[src/rtl/jk_excitation_driver.sv]
// rtl/jk_excitation_driver.sv - queued J/K excitation driver that checks the driven flop's Q
// Optional: define JK_TOGGLE_EXC_EN to resolve excitation don't-cares to toggle/hold form.
module jk_excitation_driver #(
  parameter int DEPTH = 4,
  parameter int CNT_W = 8
) (
  input  logic             clk,
  input  logic             rst_n,
  input  logic             tgt_valid,
  input  logic             tgt_bit,
  output logic             tgt_ready,
  output logic             j,
  output logic             k,
  input  logic             q_fb,
  output logic             exp_q,
  output logic             busy,
  output logic             mismatch,
  output logic [CNT_W-1:0] err_cnt
);
  localparam int AW = $clog2(DEPTH);

  typedef enum logic [1:0] {CLR = 2'd0, IDLE = 2'd1, DRIVE = 2'd2, CHECK = 2'd3} state_t;

  state_t           state_q, state_d;
  logic [DEPTH-1:0] mem_q, mem_d;
  logic [AW-1:0]    wr_ptr_q, wr_ptr_d, rd_ptr_q, rd_ptr_d;
  logic [AW:0]      count_q, count_d;
  logic             tgt_q, tgt_d;
  logic             j_q, j_d, k_q, k_d;
  logic             exp_q_q, exp_q_d;
  logic             mis_q, mis_d;
  logic [CNT_W-1:0] err_q, err_d;
  logic             full, empty, push, pop, head, exc_j, exc_k;

  assign full      = (count_q == (AW+1)'(DEPTH));
  assign empty     = (count_q == '0);
  assign tgt_ready = !full && (state_q != CLR);
  assign push      = tgt_valid && tgt_ready;
  assign pop       = (state_q == IDLE) && !empty;
  assign head      = mem_q[rd_ptr_q];

  // Excitation for the transition exp_q -> head.
  always_comb begin
    exc_j = 1'b0;
    exc_k = 1'b0;
`ifdef JK_TOGGLE_EXC_EN
    exc_j = exp_q_q ^ head;
    exc_k = exp_q_q ^ head;
`else
    exc_j = !exp_q_q && head;
    exc_k = exp_q_q && !head;
`endif
  end

  always_comb begin
    state_d  = state_q;
    mem_d    = mem_q;
    wr_ptr_d = wr_ptr_q;
    rd_ptr_d = rd_ptr_q;
    tgt_d    = tgt_q;
    j_d      = 1'b0;
    k_d      = 1'b0;
    exp_q_d  = exp_q_q;
    mis_d    = 1'b0;
    err_d    = err_q;
    if (push) begin
      mem_d[wr_ptr_q] = tgt_bit;
      wr_ptr_d        = wr_ptr_q + 1'b1;
    end
    if (pop) begin
      rd_ptr_d = rd_ptr_q + 1'b1;
    end
    count_d = count_q + {{AW{1'b0}}, push} - {{AW{1'b0}}, pop};
    case (state_q)
      CLR:   state_d = IDLE;
      IDLE: begin
        if (pop) begin
          tgt_d   = head;
          j_d     = exc_j;
          k_d     = exc_k;
          state_d = DRIVE;
        end
      end
      DRIVE: state_d = CHECK;
      CHECK: begin
        // Resync the model to the real flop so one fault does not cascade.
        exp_q_d = q_fb;
        if (q_fb != tgt_q) begin
          mis_d = 1'b1;
          if (err_q != '1) err_d = err_q + 1'b1;
        end
        state_d = IDLE;
      end
      default: state_d = CLR;
    endcase
  end

  always_ff @(posedge clk or negedge rst_n) begin
    if (!rst_n) begin
      state_q  <= CLR;
      mem_q    <= '0;
      wr_ptr_q <= '0;
      rd_ptr_q <= '0;
      count_q  <= '0;
      tgt_q    <= 1'b0;
      j_q      <= 1'b0;
      k_q      <= 1'b1;
      exp_q_q  <= 1'b0;
      mis_q    <= 1'b0;
      err_q    <= '0;
    end else begin
      state_q  <= state_d;
      mem_q    <= mem_d;
      wr_ptr_q <= wr_ptr_d;
      rd_ptr_q <= rd_ptr_d;
      count_q  <= count_d;
      tgt_q    <= tgt_d;
      j_q      <= j_d;
      k_q      <= k_d;
      exp_q_q  <= exp_q_d;
      mis_q    <= mis_d;
      err_q    <= err_d;
    end
  end

  assign j        = j_q;
  assign k        = k_q;
  assign exp_q    = exp_q_q;
  assign mismatch = mis_q;
  assign err_cnt  = err_q;
  assign busy     = (state_q != IDLE) || !empty;
endmodule
[config.mk]
export PLATFORM = sky130hd
export DESIGN_NAME = jk_excitation_driver
export DESIGN_NICKNAME = d
export VERILOG_FILES = /design/src/rtl/jk_excitation_driver.sv
export SDC_FILE = /design/constraint.sdc
export NUM_CORES = 1
export LEC_CHECK = 0
export CORE_UTILIZATION = 50
export DETAILED_ROUTE_END_ITERATION = 10
export PLACE_DENSITY = 0.83
export SLEW_MARGIN = 20
export SYNTH_ARGS = -nofsm -noshare
export SYNTH_HDL_FRONTEND = slang
export SYNTH_SLANG_ARGS = --single-unit
export TNS_END_PERCENT = 5
[constraint.sdc]
create_clock -name clk -period 2.4 [get_ports clk]
set_input_delay 0.6 -clock clk [delete_from_list [all_inputs] [get_ports clk]]
set_output_delay 0.6 -clock clk [all_outputs]
set_load 0.02 [all_outputs]
=== Yosys cells after proc, flatten, opt, wreduce, memory -nomap -nowiden ===
Index checks and enable logic that the tools add are counted.

* Flip-flop bits (word level): 26
* Input bits: 5
* Word-level logic and storage cells: 57

* $add $sub $neg: 5
* $lt $le $gt $ge: 3
* Eq/ne operators: 8
* Multiplexer cells: 13
* Reduce and logical (&&, ||, !) cells: 17

{| class="wikitable"
|+ Operators by type and width
! kind !! number
|-
| $add A8 B1 Y8 const B || 1
|-
| $mux W1 || 8
|-
| $ne A8 B8 Y1 const B || 1
|-
| $logic_and A1 B1 Y1 || 6
|-
| $lt A2 B3 Y1 const B || 2
|-
| $pmux W2 S3 || 1
|-
| $add A2 B1 Y2 const B || 2
|-
| $bwmux W4 || 1
|-
| $eq A2 B2 Y1 const B || 2
|-
| $logic_not A1 Y1 || 4
|-
| $add A3 B1 Y3 || 1
|-
| $eq A3 B3 Y1 const B || 1
|-
| $logic_not A3 Y1 || 1
|-
| $reduce_and A3 Y1 || 1
|-
| $sub A3 B1 Y3 || 1
|-
| $bmux W1 S2 || 1
|-
| $demux W1 S2 || 1
|-
| $eq A2 B1 Y1 const B || 1
|-
| $ge A2 B1 Y1 const B || 1
|-
| $logic_not A2 Y1 || 1
|-
| $mux W2 || 1
|-
| $ne A2 B1 Y1 const B || 1
|-
| $ne A2 B2 Y1 const B || 1
|-
| $reduce_and A2 Y1 || 1
|-
| other kinds (4) || 4
|}

=== Depth between registers and ports, before layout ===
Gate-level depths: netlist (run 1).

* Depth in word-level cells: 6
* Depth in mapped cells: 9
* Depth with buffers taken out: 9

=== Least setup slack after synthesis (run 1) ===
Ideal clock, no wire load.

* Path kind: register -> register
* Start point: reg state_q[0]
* End point: reg count_q[2]
* Setup time: 0.123 ns
* Arrival: 2.043 ns
* Data required time: 2.277 ns
* Slack: 0.235 ns
* Cell stages (with the launch flop): 10
* Buffers on the path: 0
* Clock period less this slack: 2.165 ns
* Cells stage by stage: dfrtp_1 > inv_1 > ha_1 > a21oi_4 > nand2_2 > xor2_1 > ha_1 > fa_1 > xnor2_1 > xnor2_1

* Cells in the longest elaborated chain, start to end: 5
* Elaborated cells on any way between the ends: 7

{| class="wikitable"
|+ Ends and longest elaborated chain
! what !! RTL line !! RTL
|-
| start, declared || 24 || <nowiki>state_t state_q, state_d;</nowiki>
|-
| start signal, assigned || 112 || <nowiki>state_q <= state_d;</nowiki>
|-
| $reduce_bool A2 Y1 || 37 || <nowiki>assign tgt_ready = !full && (state_q != CLR);</nowiki>
|-
| $logic_and A1 B1 Y1 || 37 ||
|-
| net tgt_ready || 11 || <nowiki>output logic tgt_ready,</nowiki>
|-
| $logic_and A1 B1 Y1 || 38 || <nowiki>assign push = tgt_valid && tgt_ready;</nowiki>
|-
| $add A3 B1 Y3 || 73 || <nowiki>count_d = count_q + {{AW{1'b0}}, push} - {{AW{1'b0}}, pop};</nowiki>
|-
| $sub A3 B1 Y3 || 73 ||
|-
| net count_d[2] || 27 || <nowiki>logic [AW:0] count_q, count_d;</nowiki>
|-
| end signal, assigned || 116 || <nowiki>count_q <= count_d;</nowiki>
|-
| end, declared || 27 ||
|}

The timed path passes the listed nets, and every way through them passes these cells.
A chain may end at the register's enable or synchronous reset.

=== Worst setup path after layout (run 1) ===
* Start point: reg state_q[0]
* End point: out tgt_ready

* Cells in the longest elaborated chain, start to end: 2

{| class="wikitable"
|+ Ends and longest elaborated chain
! what !! RTL line
|-
| $reduce_bool A2 Y1 || 37
|-
| $logic_and A1 B1 Y1 || 37
|-
| end, declared || 11
|}

No other way between the ends.

==> results.md, run 1 <==
- CP Max Fanout: 6
- Fin worst setup slack: 193 ps
- Netlist Area Pre-Place: 0.00129 mm²
- Startpoint Class: register
- Area Overhead vs Synth: 21.2%
- GP Congestion: 0.733
- FF+latch count, synth: 26
- Worst setup EP type: primary output
- Seq/Total Area, Yosys: 50.4%
- Setup Fix Bufs, Post-CTS: 0
- Total clock sinks: 26
- Worst-Skew Late Latency: 320 ps
- Count of pins over their slew limit: 0
- Initial antenna violation count: 0
- Row count: 18
- Final Util: 63.8%
- Most Used Layer, Global Route: met2
- Worst Tran Pin Value: 406 ps
- Port buffer count: 18
- CP required: 1800 ps
- Synthesized area per cell: 12.7 µm²
- CTS H-tree lvls: 1
- Worst Reg-to-Reg Cells: 9
- Tcrit/Tclk final: 91.9%
- WHS: 492 ps
- Max Clock Freq: 453 MHz
- Number of diodes: 0
- Drt pass-1 iters: 3
- Die H: 52.8 µm
- Root buf cell: clkbuf_4
- Final Hold Fails: 0
- Ys Warns: 0
- Hold Path Depth: 1
- GR Util met3: 2.61%
- Starting Density: 52.7%
- Fraction of layout cells with a size suffix above 1: 15.7%
- Gr ovfl total: 0
- Clock transition at path regs: 140 ps
- HPWL after DPL: 1.56 mm
- Ports: 19
- GRT Util Overall: 16.9%
- Sum Neg Setup Slack: 0 ps
- Chip width: 52.8 µm
- Initial DRC Count: 11
- Fill cell count: 187
- Worst min-delay path class: reg2reg
- NumNets Final: 144
- Final setup viols: 0
- Status: finished clean
- Post-place setup slack: 82.8 ps
- Setup CP Type: reg2out
- Post-synthesis net count: 118
- Vias in the first global route: 808
- Met2 Use GR: 32.1%
- # DRC: 0
- Post-Route WL: 2.05 mm
- Post-route minimum period: 2210 ps
- Vias: 818
- First-pass GRT wire length: 3.38 mm
- Max-cap violations: 0
- Setup Skew: 2.85 ps
- Pwr Total: 2.06 mW
- Longest Clk Path Bufs: 2
- Critical path arrival: 1610 ps
- Largest net degree at the start of global routing: 27
- Core footprint: 0.00245 mm²
- Vias/cell: 5.21
- Global routing usage on met1: 19.0%
- Max VDD drop: 0.814 mV
- Hold-fix buffers at CTS: 0
- Post-synthesis instance total: 102
- Die footprint: 0.00279 mm²
- Pleak: 0.720 nW
- Post-synthesis cell type count: 30
- Slew margin rel.: 73.0%
- Final ANT Viol Nets: 0
- Power Density: 1310 mW/mm²
- Unrepaired setup endpoints after global routing: false
- CTS tree: yes
- Num CTS Buffers: 3
- Per-cell routed wire length: 13.1 µm
## through the flow
step | cell area, µm² | cells
after floorplan | 1290 | 102
after global placement | 1530 | 153
after detailed placement | 1530 | 153
after CTS | 1570 | 157
after global routing | 1570 | 157
final | 1570 | 157
## path summary, 6_finish.rpt
path | from | to | slack, ps
max in group asynchronous | rst_n | k | 1490
worst min-delay path | rd_ptr_q[1] | rd_ptr_q[1] | 490
worst max-delay path | state_q[0] | tgt_ready | 190
worst max register to register | state_q[0] | count_q[2] | 260
min in group asynchronous | rst_n | err_cnt[7] | 620
worst min register to register | rd_ptr_q[1] | rd_ptr_q[1] | 490
## metal layers
layer	vias to the layer above	share of wire, %
met5	-	0
met4	0	0.93
met3	2	3.8
met2	17	50
met1	399	45
li1	400	-
## Yosys cell counts
master,number,area [µm²]
dfrtp_1,25,626
ha_1,10,125
inv_1,7,26.3
nand3_1,7,35.0
nor2_1,7,26.3
xor2_1,7,61.3
mux2_1,5,56.3
xnor2_1,5,43.8
a21oi_1,2,10.0
and3_1,2,12.5
mux2_2,2,22.5
mux2_4,2,30.0
nand2_1,2,7.51
nor3b_1,2,15.0
o21ai_0,2,10.0
a21oi_4,1,16.3
a31oi_1,1,6.26
and2_4,1,8.76
dfstp_2,1,26.3
fa_1,1,20.0
mux4_2,1,22.5
nand2_2,1,6.26
nand2b_1,1,6.26
nand3b_1,1,7.51
nand4_1,1,6.26
nand4_2,1,12.5
nor2_2,1,6.26
nor2b_1,1,6.26
o211ai_2,1,12.5
o31ai_4,1,21.3
## registers in the layout (all words and copies together), names as in the netlist
register	flops
state_q	2
err_cnt	8
j	1
mismatch	1
k	1
exp_q	1
count_q	3
mem_q	4
wr_ptr_q	2
rd_ptr_q	2
tgt_q	1
## cells in the final DEF (no fill, tap or decap), drive strengths merged, types with 3 or more instances in the layout
cell,instances
a21oi,3
dfrtp,25
nand2,3
clkbuf,4
xnor2,5
nor2,8
ha,10
buf,3
inv,7
nand3,7
xor2,7
clkdlybuf4s50,16
mux2,9
## layout make-up
type	instances	area (µm²)	area share, %
clock buffer	4	36.3	2.32
inverter	7	26.3	1.68
multi-input combinational	69	614	39.2
sequential	26	652	41.6
tap	30	37.5	2.40
timing repair buffer	21	200	12.8
## timing repair
item	CTS	global route
hold endpoints to repair	0	0
setup endpoints to repair	2	0
resized for setup	2	0
## critical path, cell delays in order (launching register included)
cell	delay, ps
dfrtp_1	440
inv_1	70
ha_1	230
a21oi_4	190
dlygate4sd2_1	360
## logic make-up after synthesis
| family | after synthesis | share of synthesized area [%] |
|---|---|---|
| and+or+nand+nor | 28 | 12.1 |
| muxes | 10 | 10.2 |
| adders and majority gates | 11 | 11.2 |
| AOI/OAI and AO/OA | 8 | 5.91 |
| xor gates and xnor gates | 12 | 8.13 |
| DFF | 26 | 50.4 |
| buffers and inverters | 7 | 2.03 |
## power breakdown
part           internal (mW)  switching, mW  total [mW]
clock network         0.0928          0.133       0.225
logic                  0.513          0.478       0.991
registers              0.645          0.197       0.842
(Power assumes the default switching activity.)
==> run 2: changes to the inputs <==
--- a/config.mk
+++ b/config.mk
@@ -7,7 +7,8 @@
 export LEC_CHECK = 0
 export CORE_UTILIZATION = 50
 export DETAILED_ROUTE_END_ITERATION = 10
-export PLACE_DENSITY = 0.83
+export DONT_BUFFER_PORTS = 1
+export PLACE_DENSITY = 0.74
 export SLEW_MARGIN = 20
 export SYNTH_ARGS = -nofsm -noshare
 export SYNTH_HDL_FRONTEND = slang
==> run 2 against run 1 <==
Compared with the run above: critical endpoint is now count_q[2]; worst setup slack better by 82 ps; sequential cell count stayed put; clock power is 33% higher; global-route usage is 1.2 points higher; utilization is 6.4 points lower; highest routed layer unchanged; fmax is 3.9% higher; critical path depth is 5 higher; cell count is 12% lower; register-to-register slack better by 20 ps.
==> results.md, run 2 (synthesized netlist as in run 1, its figures left out) <==
- Tcrit/Tclk final: 88.5%
- Area Overhead vs Synth: 9.10%
- Count of pins over their slew limit: 0
- Row count: 18
- Fraction of layout cells with a size suffix above 1: 17.6%
- Worst Tran Pin Value: 392 ps
- Status: finished clean
- # DRC: 0
- Cell family with most CP delay: adder cells
- Final ANT Viol Nets: 0
- Fill cell count: 196
- Setup Skew: 7.93 ps
- Gr ovfl total: 0
- Startpoint Class: register
- GRT Util Overall: 18.1%
- Slew margin rel.: 73.9%
- NumNets Final: 125
- Num CTS Buffers: 3
- Commonest non-fill, non-tap cell in the layout: dfrtp_1
- Post-route minimum period: 2120 ps
- Critical path, cell by cell: inv_1 > ha_1 > a21oi_4 > nand2_2 > xor2_1 > ha_1 > fa_1 > xnor2_1 > xnor2_1
- Root buf cell: clkbuf_4
- Unrepaired setup endpoints after global routing: false
- Final Hold Fails: 0
- HPWL after DPL: 1.50 mm
- Worst setup EP type: register
- Max VDD drop: 0.768 mV
- Chip width: 52.8 µm
- Crit path largest cell delay: 440 ps
- Sum Neg Setup Slack: 0 ps
- Slowest cell on the critical path: dfrtp_1
- Max-cap violations: 0
- Commonest non-fill, non-tap cells in the layout: dfrtp_1 (25), ha_1 (10)
- Die footprint: 0.00279 mm²
- Number of diodes: 0
- Total clock sinks: 26
- CP required: 2660 ps
- Longest Clk Path Bufs: 2
- Setup CP Type: reg2reg
- Crit path buf inv count: 1
- Max FFs per register: 8
- Per-cell routed wire length: 14.8 µm
- Die H: 52.8 µm
- Critical path arrival: 2380 ps
- Drt pass-1 iters: 2
- GP Congestion: 0.696
- Vias: 744
- Max Clock Freq: 471 MHz
- Core footprint: 0.00245 mm²
- CTS tree: yes
- Worst-Skew Late Latency: 320 ps
- Clock transition at path regs: 150 ps
- Post-Route WL: 2.05 mm
- CTS H-tree lvls: 1
- Initial DRC Count: 2
- Pleak: 0.661 nW
- Final Util: 57.4%
- First-pass GRT wire length: 3.63 mm
- Ports: 19
- Post-CTS sizing: 0
- Port buffer count: 0
- CP Max Fanout: 5
- Final setup viols: 0
- Power Density: 1410 mW/mm²
- Initial antenna violation count: 0
- Vias in the first global route: 834
- Largest net degree at the start of global routing: 26
- Worst min-delay path class: in2async
- Starting Density: 52.7%
- Reg2reg setup slack: 280 ps
- Vias/cell: 5.39
-- run 2: area by class of cell --
| type | count | area (µm²) | area share [%] |
|---|---|---|---|
| Clock buffer | 3 | 22.5 | 1.60 |
| Timing Repair Buffer | 2 | 27.5 | 1.95 |
| Tap cell | 30 | 37.5 | 2.66 |
| Sequential cell | 26 | 652 | 46.2 |
| Multi-Input combinational cell | 69 | 614 | 43.6 |
| Clock inverter | 1 | 30.0 | 2.13 |
| Inverter | 7 | 26.3 | 1.86 |
-- run 2: worst paths after layout --
| check | cells past startpoint | startpoint | endpoint |
|---|---|---|---|
| setup / recovery | 9 | state_q[0] | count_q[2] |
| hold / removal | 1 | rst_n | err_cnt[7] |
| setup reg to reg | 9 | state_q[0] | count_q[2] |
| hold reg to reg | 1 | rd_ptr_q[1] | rd_ptr_q[1] |
| max in group asynchronous | 1 | rst_n | mem_q[1] |
| min in group clk | 1 | tgt_bit | mem_q[0] |
-- run 2: power by group --
part / leakage [nW] / internal [mW] / switching [mW]
Combinational: 0.318 / 0.386 / 0.360
Clock: 0.0279 / 0.169 / 0.130
Sequential: 0.316 / 0.645 / 0.294
-- run 2: repair_timing --
item / in CTS / in global routing
endpoints found under the hold margin: 25 / 0
hold buffers: 1 / 0
buffers inserted: 0 / 0
-- run 2: layer usage --
layer | vias up | part of all wire, % | global-route usage, %
met5 | - | 0 | 0
met4 | 0 | 0.73 | 5.26
met3 | 2 | 7.1 | 5.80
met2 | 19 | 50 | 32.9
met1 | 366 | 42 | 19.7
li1 | 357 | - | -
-- run 2: per-stage QoR --
step / std cells / power (mW) / instance area [µm²] / hold slack [ps] / setup slack [ps]
floorplan: 102 / 1.52 / 1290 / 304 / 235
global placement: 133 / 1.65 / 1340 / 305 / 363
detailed placement: 133 / 1.71 / 1340 / 305 / 289
CTS: 138 / 2.02 / 1410 / 63.8 / 251
global route: 138 / 2.17 / 1410 / 43.0 / 127
finish: 138 / 1.98 / 1410 / 63.7 / 275
